**config.mk**
```make
export PLATFORM = sky130hd
export DESIGN_NAME = radix4_issue_ctrl
export DESIGN_NICKNAME = d
export VERILOG_FILES = /design/src/rtl/mul_pkg.sv /design/src/rtl/mul_operand_fifo.sv /design/src/rtl/radix4_issue_ctrl.sv
export SDC_FILE = /design/constraint.sdc
export NUM_CORES = 1
export LEC_CHECK = 0
export CORE_AREA = 2 2 181 183
export CTS_BUF_LIST = sky130_fd_sc_hd__clkbuf_4
export DETAILED_ROUTE_END_ITERATION = 7
export DIE_AREA = 0 0 183 185
export GPL_TIMING_DRIVEN = 1
export HOLD_SLACK_MARGIN = 0.15
export PLACE_DENSITY = 0.77
export SYNTH_ARGS = -nofsm -noshare
export SYNTH_HDL_FRONTEND = slang
export SYNTH_HIERARCHICAL = 1
export SYNTH_SLANG_ARGS = --single-unit
export TNS_END_PERCENT = 10
```
**constraint.sdc**
```tcl
create_clock -name clk -period 3.05 [get_ports clk]
set_clock_uncertainty 0.05 [all_clocks]
set_input_delay 0.61 -clock clk [delete_from_list [all_inputs] [get_ports clk]]
set_output_delay 0.61 -clock clk [all_outputs]
set_load 0.01 [all_outputs]
```
**src/rtl/mul_pkg.sv**
```systemverilog
// Shared types and defaults for the Booth multiplier issue/capture stage.
package mul_pkg;

    typedef enum logic [1:0] {
        IDLE,
        LOAD,
        WAIT,
        HOLD
    } state_t;

    localparam int DEF_WIDTH   = 32;
    localparam int DEF_DEPTH   = 4;
    localparam int DEF_MUL_LAT = 17;
    localparam int DEF_CNT_W   = $clog2(DEF_MUL_LAT);

    function automatic int cnt_width(input int lat);
        return (lat > 1) ? $clog2(lat) : 1;
    endfunction

endpackage

```
**src/rtl/mul_operand_fifo.sv**
```systemverilog
// Operand-pair FIFO: DEPTH entries, pointers wrap modulo DEPTH.
module mul_operand_fifo
    import mul_pkg::*;
#(
    parameter int W     = 2 * DEF_WIDTH,
    parameter int DEPTH = DEF_DEPTH
) (
    input  logic         clk,
    input  logic         rst,
    input  logic         push,
    input  logic         pop,
    input  logic [W-1:0] din,
    output logic [W-1:0] dout,
    output logic         full,
    output logic         empty
);

    localparam int AW = $clog2(DEPTH);

    logic [W-1:0]  r_mem [DEPTH];
    logic [AW-1:0] r_wp;
    logic [AW-1:0] r_rp;
    logic [AW:0]   r_cnt;
    logic          w_push;
    logic          w_pop;

    assign full   = (r_cnt == (AW+1)'(DEPTH));
    assign empty  = (r_cnt == '0);
    assign dout   = r_mem[r_rp];
    assign w_push = push && !full;
    assign w_pop  = pop && !empty;

    always_ff @(posedge clk) begin
        if (w_push) begin
            r_mem[r_wp] <= din;
        end
    end

    always_ff @(posedge clk) begin
        if (rst) begin
            r_wp  <= '0;
            r_rp  <= '0;
            r_cnt <= '0;
        end else begin
            if (w_push) begin
                r_wp <= r_wp + 1'b1;
            end
            if (w_pop) begin
                r_rp <= r_rp + 1'b1;
            end
            unique case ({w_push, w_pop})
                2'b10:   r_cnt <= r_cnt + 1'b1;
                2'b01:   r_cnt <= r_cnt - 1'b1;
                default: r_cnt <= r_cnt;
            endcase
        end
    end

endmodule

```
**src/rtl/radix4_issue_ctrl.sv**
```systemverilog
// Issues buffered operand pairs to the Booth multiplier one job at a time
// and captures each product on a valid/ready result stream.
module radix4_issue_ctrl
    import mul_pkg::*;
#(
    parameter int WIDTH   = DEF_WIDTH,
    parameter int DEPTH   = DEF_DEPTH,
    parameter int MUL_LAT = DEF_MUL_LAT
) (
    input  logic               clk,
    input  logic               rst,
    input  logic               in_valid,
    output logic               in_ready,
    input  logic [WIDTH-1:0]   in_a,
    input  logic [WIDTH-1:0]   in_b,
    output logic               mul_initial,
    output logic [WIDTH-1:0]   mul_a,
    output logic [WIDTH-1:0]   mul_b,
    input  logic [2*WIDTH-1:0] mul_result,
    output logic               out_valid,
    input  logic               out_ready,
    output logic [2*WIDTH-1:0] out_result,
    output logic               busy
);

    localparam int CW = cnt_width(MUL_LAT);
    localparam logic [CW-1:0] CNT_INIT = CW'(MUL_LAT - 1);

    state_t             r_state;
    state_t             w_next;
    logic [CW-1:0]      r_cnt;
    logic [WIDTH-1:0]   r_a;
    logic [WIDTH-1:0]   r_b;
    logic [2*WIDTH-1:0] r_res;
    logic               r_ov;
    logic [2*WIDTH-1:0] w_head;
    logic               w_full;
    logic               w_empty;
    logic               w_push;
    logic               w_pop;
    logic               w_done;

    // in_ready comes only from the registered count, never from out_ready
    assign in_ready    = !w_full && !rst;
    assign w_push      = in_valid && in_ready;
    assign w_pop       = (w_next == LOAD);
    assign w_done      = (r_state == WAIT) && (r_cnt == '0);
    assign mul_initial = (r_state == LOAD);
    assign mul_a       = r_a;
    assign mul_b       = r_b;
    assign out_valid   = r_ov;
    assign out_result  = r_res;
    assign busy        = (r_state != IDLE) || !w_empty;

    mul_operand_fifo #(
        .W     (2 * WIDTH),
        .DEPTH (DEPTH)
    ) u_fifo (
        .clk   (clk),
        .rst   (rst),
        .push  (w_push),
        .pop   (w_pop),
        .din   ({in_a, in_b}),
        .dout  (w_head),
        .full  (w_full),
        .empty (w_empty)
    );

    always_ff @(posedge clk) begin
        if (rst) begin
            r_state <= IDLE;
        end else begin
            r_state <= w_next;
        end
    end

    always_comb begin
        w_next = r_state;
        unique case (r_state)
            IDLE: begin
                if (!w_empty) begin
                    w_next = LOAD;
                end
            end
            LOAD: w_next = WAIT;
            WAIT: begin
                if (r_cnt == '0) begin
                    w_next = HOLD;
                end
            end
            HOLD: begin
                if (out_ready) begin
                    w_next = w_empty ? IDLE : LOAD;
                end
            end
            default: w_next = IDLE;
        endcase
    end

    always_ff @(posedge clk) begin
        if (rst) begin
            r_a   <= '0;
            r_b   <= '0;
            r_cnt <= '0;
            r_res <= '0;
            r_ov  <= 1'b0;
        end else begin
            if (w_pop) begin
                r_a <= w_head[2*WIDTH-1:WIDTH];
                r_b <= w_head[WIDTH-1:0];
            end
            if (r_state == LOAD) begin
                r_cnt <= CNT_INIT;
            end else if (r_state == WAIT && r_cnt != '0) begin
                r_cnt <= r_cnt - 1'b1;
            end
            // the only cycle in which mul_result is looked at
            if (w_done) begin
                r_res <= mul_result;
                r_ov  <= 1'b1;
            end else if (r_state == HOLD && out_ready) begin
                r_ov  <= 1'b0;
            end
        end
    end

endmodule

```
After elaboration in Yosys (flattened, before gate mapping)
Memories as Yosys holds them, arrays and structs flattened. A register that Yosys moved wholly into a read port is not among the register bits.
Cells that the tools add are included.
{"block": "classes", "add_sub_neg": 5, "n_eq_ne": 7, "mux": 12, "n_reduce_logical": 20}
{"op": "5-bit two-way mux", "n": 2}
{"op": "2-bit case mux with 4 select lines", "n": 1}
{"op": "2-bit nonzero test", "n": 4}
{"op": "1-bit logical AND", "n": 7}
{"op": "2-bit by 1-bit == test with 1-bit output, second input constant", "n": 3}
{"op": "2-bit == test, second input constant", "n": 3}
{"op": "2-bit two-way mux", "n": 3}
{"op": "3-bit case mux with 2 select lines", "n": 1}
{"op": "5-bit zero test", "n": 1}
{"op": "1-bit two-way mux", "n": 5}
{"op": "5-bit nonzero test", "n": 1}
{"op": "5-bit by 1-bit subtractor with 5-bit output, second input constant", "n": 1}
{"op": "2-bit by 1-bit adder with 2-bit output, second input constant", "n": 2}
{"op": "3-bit by 1-bit adder with 3-bit output, second input constant", "n": 1}
{"op": "3-bit == test, second input constant", "n": 1}
{"op": "1-bit zero test", "n": 3}
{"op": "3-bit zero test", "n": 1}
{"op": "3-bit by 1-bit subtractor with 3-bit output, second input constant", "n": 1}
{"op": "2-bit zero test", "n": 1}
{"op": "2-bit OR reduction", "n": 1}
{"op": "1-bit logical OR", "n": 1}
{"block": "totals", "ff_bits": 79, "ram_bits": 256, "output_inout_bits": 132, "mem_count": 1}
{"memory": "u_fifo.r_mem", "depth": 4, "width": 64, "rd": 1, "rd_ports_with_merged_regs": 1, "wr": 1, "line_no": "mul_operand_fifo.sv:20", "source": "logic [W-1:0] r_mem [DEPTH];"}

Depth between registers and ports, before layout
{"block": "logic_depth", "ltp_word": 8, "ltp_mapped": 12, "depth_no_buf": 12}

By module
The synthesis kept the hierarchy.
{"mod": "mul_operand_fifo", "instances": 1, "cells_each": 388, "area_per_inst_um2": 9785.6, "seq_area_each_um2": 7867.5}
{"mod": "radix4_issue_ctrl", "instances": 1, "cells_each": 604, "area_per_inst_um2": 5582.9, "seq_area_each_um2": 2722.6}

Least setup slack after synthesis
OpenSTA, ideal clock, no wires.
{"block": "synth_timing", "path_type": "input-to-reg", "startpoint": "input rst", "endpoint": "memory u_fifo/r_mem[0][0] in the netlist's numbering, enable pin", "setup_time_ps": 429, "arrival_ps": 2994, "required_time_ps": 2571, "setup_slack_ps": -423, "stages": 6, "path_cell_list": "clkbuf_1 > nor2_1 > and2_1 > inv_1 > nor2_1 > and2_1"}
{"block": "synth_between", "elab_chain_cells": 6}
{"item": "from (decl)", "line_no": "radix4_issue_ctrl.sv:11", "source": "input logic rst,"}
{"item": "1-bit zero test", "line_no": "radix4_issue_ctrl.sv:44", "source": "assign in_ready = !w_full && !rst;"}
{"item": "1-bit logical AND", "line_no": "radix4_issue_ctrl.sv:44"}
{"item": "net in_ready", "line_no": "radix4_issue_ctrl.sv:13", "source": "output logic in_ready,"}
{"item": "1-bit logical AND", "line_no": "radix4_issue_ctrl.sv:45", "source": "assign w_push = in_valid && in_ready;"}
{"item": "net w_push", "line_no": "radix4_issue_ctrl.sv:39", "source": "logic w_push;"}
{"item": "1-bit logical AND", "line_no": "mul_operand_fifo.sv:30", "source": "assign w_push = push && !full;"}
{"item": "1-bit two-way mux", "line_no": "mul_operand_fifo.sv:34", "source": "if (w_push) begin"}
{"item": "1-bit two-way mux (implied by the code)", "line_no": "mul_operand_fifo.sv:35", "source": "r_mem[r_wp] <= din;"}
{"item": "to (decl)", "line_no": "mul_operand_fifo.sv:20"}
The timed path passes the listed nets, and every way through them passes these cells.

Worst setup path in the final report
{"block": "layout_timing", "startpoint": "register u_fifo.r_cnt[1]", "endpoint": "output busy"}
{"block": "layout_between", "elab_chain_cells": 3}
{"item": "from (decl)", "line_no": "mul_operand_fifo.sv:23", "source": "logic [AW:0] r_cnt;"}
{"item": "from (signal assigned)", "line_no": "mul_operand_fifo.sv:52", "source": "2'b10: r_cnt <= r_cnt + 1'b1;"}
{"item": "from (signal assigned)", "line_no": "mul_operand_fifo.sv:53", "source": "2'b01: r_cnt <= r_cnt - 1'b1;"}
{"item": "from (signal assigned)", "line_no": "mul_operand_fifo.sv:54", "source": "default: r_cnt <= r_cnt;"}
{"item": "3-bit zero test", "line_no": "mul_operand_fifo.sv:28", "source": "assign empty = (r_cnt == '0);"}
{"item": "net w_empty", "line_no": "radix4_issue_ctrl.sv:38", "source": "logic w_empty;"}
{"item": "1-bit zero test", "line_no": "radix4_issue_ctrl.sv:53", "source": "assign busy = (r_state != IDLE) || !w_empty;"}
{"item": "1-bit logical OR", "line_no": "radix4_issue_ctrl.sv:53"}
{"item": "to (decl)", "line_no": "radix4_issue_ctrl.sv:23", "source": "output logic busy"}
The timed path passes the listed nets, and every way through them passes these cells.

==> report_table.html <==
<table>
<tr><th>Metric</th><th>Value</th></tr>
<tr><th colspan="2">Detailed routing</th></tr>
<tr><td>Initial drt markers</td><td>379</td></tr>
<tr><td>Total number of vias</td><td>9124</td></tr>
<tr><td>DRT Wirelength</td><td>31900 um</td></tr>
<tr><td>DRT antenna net count</td><td>0</td></tr>
<tr><td>Residual DRC</td><td>0</td></tr>
<tr><td>Post-detailed-route via-to-cell ratio</td><td>5.00</td></tr>
<tr><td>Count of TritonRoute iterations in the first routing pass</td><td>5</td></tr>
<tr><td>Final routed wire length divided by cell count</td><td>roughly 17 um</td></tr>
<tr><th colspan="2">Synth</th></tr>
<tr><td>Number of library cell types mapped by synthesis</td><td>41</td></tr>
<tr><td>Ys async rst share</td><td>0%</td></tr>
<tr><td>Yosys warnings</td><td>6</td></tr>
<tr><td>Post-synthesis average cell area</td><td>15.5 um^2</td></tr>
<tr><td>Mapped cell area</td><td>about 0.015 mm^2</td></tr>
<tr><td>Sequential cell area fraction in the yosys report</td><td>68.9%</td></tr>
<tr><td>Most common flop cell mapped by yosys</td><td>edfxtp_1</td></tr>
<tr><td>Number of enable-type register cells in the synthesized netlist</td><td>256</td></tr>
<tr><td>Post-synthesis instance total</td><td>992</td></tr>
<tr><td>Number of synthesized register bits</td><td>401</td></tr>
<tr><td>Total nets after synthesis</td><td>1131</td></tr>
<tr><th colspan="2">Floorplanning</th></tr>
<tr><td>Effective utilization at floorplan</td><td>a little under half</td></tr>
<tr><td>Die outline height</td><td>between 150 and 200 um</td></tr>
<tr><td>Placeable core area</td><td>0.0320 mm^2</td></tr>
<tr><td>Number of core rows</td><td>66</td></tr>
<tr><td>Overall die width</td><td>183 um</td></tr>
<tr><td>Full die area</td><td>0.0339 mm^2</td></tr>
<tr><td>Number of top-level pins</td><td>264</td></tr>
<tr><th colspan="2">Final layout</th></tr>
<tr><td>Net count reported at finish</td><td>1462</td></tr>
<tr><td>Area overhead of the layout relative to synthesis</td><td>28.7%</td></tr>
<tr><td>Layout cells sized above 1</td><td>18.9%</td></tr>
<tr><td>Post-route standard cell area excluding fillers</td><td>0.0198 mm^2</td></tr>
<tr><th colspan="2">Min path</th></tr>
<tr><td>Hold Crit Class</td><td>primary input to flip-flop</td></tr>
<tr><th colspan="2">Setup path</th></tr>
<tr><td>Element type at the critical path end</td><td>output port</td></tr>
<tr><td>Worst Path Required</td><td>around 2.4 ns</td></tr>
<tr><td>Maximum fanout encountered on the critical timing path</td><td>5</td></tr>
<tr><td>Arrival time of data at the critical path endpoint</td><td>1.98 ns</td></tr>
<tr><td>Setup CP Type</td><td>flip-flop to output port</td></tr>
<tr><td>Critical Path Start Type</td><td>flip-flop</td></tr>
<tr><th colspan="2">Placed design</th></tr>
<tr><td>Post-Place Setup Slack</td><td>0.124 ns</td></tr>
<tr><td>Buffers on Ports</td><td>263</td></tr>
<tr><td>Detailed-placement wirelength estimate</td><td>20000 um</td></tr>
<tr><td>Global placement routability congestion</td><td>0.772</td></tr>
<tr><td>Placed instance area</td><td>0.0184 mm^2</td></tr>
<tr><th colspan="2">Global route</th></tr>
<tr><td>Maximum number of pins on one net before global-route repair</td><td>73</td></tr>
<tr><td>Antenna violations before repair</td><td>5</td></tr>
<tr><td>First-pass GRT wire length</td><td>49200 um</td></tr>
<tr><td>Leftover overflow at the end of global routing</td><td>0</td></tr>
<tr><td>Total global routing track utilization</td><td>between 10% and 20%</td></tr>
<tr><td>Number of global-route vias before repair</td><td>9313</td></tr>
<tr><th colspan="2">Clocking</th></tr>
<tr><td>Number of post-CTS setup repair buffers</td><td>0</td></tr>
<tr><td>CTS clk-pin slew, worst paths</td><td>0.07 ns</td></tr>
<tr><td>TritonCTS clock tree</td><td>built</td></tr>
<tr><td>Total clock sinks</td><td>401</td></tr>
<tr><td>Clock buffer count from CTS</td><td>101</td></tr>
<tr><td>Number of H-tree levels</td><td>3</td></tr>
<tr><td>Clock Root Buffer</td><td>clkbuf_4</td></tr>
<tr><td>Post-cts hold buffer count</td><td>0</td></tr>
<tr><td># resized after CTS</td><td>0</td></tr>
<tr><td>Clk_lat worst skew</td><td>0.71 ns</td></tr>
<tr><td>Clock tree buffer depth</td><td>3</td></tr>
<tr><th colspan="2">Power and ir drop</th></tr>
<tr><td>Worst vdd ir</td><td>410 uV</td></tr>
<tr><td>Leakage Power</td><td>a little under 7 nW</td></tr>
<tr><td>PwrDens</td><td>734 mW/mm^2</td></tr>
<tr><th colspan="2">Timing</th></tr>
<tr><td>Worst hold-check slack</td><td>0.402 ns</td></tr>
<tr><td>Fin. max-slew vios</td><td>0</td></tr>
<tr><td>Shortest clock period the worst path allows after layout</td><td>2.64 ns</td></tr>
<tr><td>Fin worst setup slack</td><td>0.412 ns</td></tr>
<tr><td>Final count of negative-setup-slack endpoints</td><td>0</td></tr>
<tr><td>Slew at the pin with the worst max-slew slack</td><td>between 0.6 and 0.7 ns</td></tr>
<tr><td>Period utilization</td><td>86.5%</td></tr>
<tr><td>RSZ-0062 raised after global routing</td><td>no</td></tr>
<tr><td>Final Hold Fails</td><td>0</td></tr>
<tr><td>Fmax achieved</td><td>379 MHz</td></tr>
<tr><td>Rel. slew slack</td><td>58.0%</td></tr>
<tr><th colspan="2">Run</th></tr>
<tr><td>Max-Cap Viols</td><td>0</td></tr>
<tr><th colspan="2">Outcome</th></tr>
<tr><td>Outcome</td><td>completed</td></tr>
</table>
==> layout make-up <==
type	count	area, um^2
fillers	2437	12300
flip-flops and latches	401	10600
multi-input cells	520	4230
repair buffers	287	2990
clock buffers	162	1220
well taps	408	510
clock inverters	28	171
inverters	12	52.6
diodes	5	12.5
==> per-stage QoR <==
stage | utilization [%] | std cells | TNS [ns] | total power [mW]
2_1_floorplan | - | 992 | -81.10 | 8.76
3_3_place_gp | 57.4 | 1628 | 0 | 9.95
3_5_place_dp | 57.4 | 1628 | 0 | 10.0
4_1_cts | 61.7 | 1818 | 0 | 14.7
5_1_grt | 61.7 | 1819 | 0 | 15.3
6_report | 61.7 | 1823 | 0 | 14.5
==> worst paths after layout <==
kind	to	slack, ns	depth (start not counted)	from
max	busy	0.41	4	u_fifo/r_cnt[1]$_SDFFE_PP0P_
min	out_result[58]$_SDFFE_PP0P_	0.40	3	mul_result[58]
max reg2reg	u_fifo/r_cnt[2]$_SDFFE_PP0P_	0.60	12	u_fifo/r_cnt[1]$_SDFFE_PP0P_
min reg2reg	mul_a[6]$_SDFFE_PP0N_	0.41	2	mul_a[6]$_SDFFE_PP0N_
==> state kept, by name, indices dropped and copies added (netlist names), named ones only <==
signal,flops
u_fifo/r_cnt,3
r_state,2
out_valid,1
mul_a,32
out_result,64
mul_b,32
r_cnt,5
u_fifo/r_mem,256
u_fifo/r_wp,2
u_fifo/r_rp,2
==> routing by layer <==
| layer | global-route usage [%] | share of wire (%) | up-vias |
|---|---|---|---|
| li1 | - | - | 4347 |
| met1 | 21.8 | 41 | 4407 |
| met2 | 32.1 | 49 | 317 |
| met3 | 7.16 | 8.6 | 51 |
| met4 | 6.53 | 1.6 | 2 |
| met5 | 0 | 0.041 | - |
==> where the power goes <==
| part | internal, mW | switching (mW) | total [mW] |
|---|---|---|---|
| sequential | 6.33 | 0.342 | 6.67 |
| clock | 2.58 | 2.08 | 4.66 |
| combinational | 1.77 | 1.42 | 3.19 |
==> synth_stat cells (2+ instances only) <==
| cell | count | area share (%) |
|---|---|---|
| nor2_1 | 10 | 0.24 |
| and2_1 | 5 | 0.20 |
| mux2i_1 | 129 | 8.4 |
| xor2_1 | 3 | 0.17 |
| a21oi_1 | 6 | 0.20 |
| or3_1 | 3 | 0.12 |
| nand2_1 | 260 | 6.4 |
| dfxtp_1 | 145 | 19 |
| o21ai_0 | 4 | 0.13 |
| clkbuf_1 | 26 | 0.64 |
| buf_8 | 5 | 0.49 |
| mux4_1 | 4 | 0.68 |
| edfxtp_1 | 256 | 50 |
| buf_6 | 2 | 0.15 |
| ha_1 | 6 | 0.49 |
| mux2_1 | 2 | 0.15 |
| inv_1 | 11 | 0.27 |
| nor3_1 | 9 | 0.29 |
| buf_2 | 10 | 0.33 |
| nand2b_1 | 4 | 0.16 |
| mux4_2 | 60 | 8.8 |
| buf_12 | 13 | 1.7 |
==> cells by family after synthesis <==
kind of cell | count (synthesis) | synth area share (%)
compound gates | 17 | 0.749
xor+xnor | 3 | 0.171
fa+ha+maj | 7 | 0.619
buf+inv | 71 | 3.69
flops | 401 | 68.9
mux | 195 | 18.0
simple gates | 298 | 7.84
==> layout by cell type (no fill, tap or decap), drive strengths merged, types with 6 or more instances in the layout <==
cell           netlist  layout
dfxtp              145     145
a21oi                6       6
ha                   6       6
clkbuf              27     162
clkinv               0      24
nor2                10      10
buf                 32      24
inv                 12      14
clkdlybuf4s50        0     263
nand2              260     260
mux4                64      64
nor3                 9       9
mux2i              129     129
edfxtp             256     256
==> worst max-delay path, stage by stage (launching register included) <==
cell and delay, ns:
dfxtp_1 0.43, nor3_1 0.09, buf_4 0.15, nand2_1 0.07, clkdlybuf4s50_1 0.53
No activity file was read; power rests on OpenSTA's default activity.
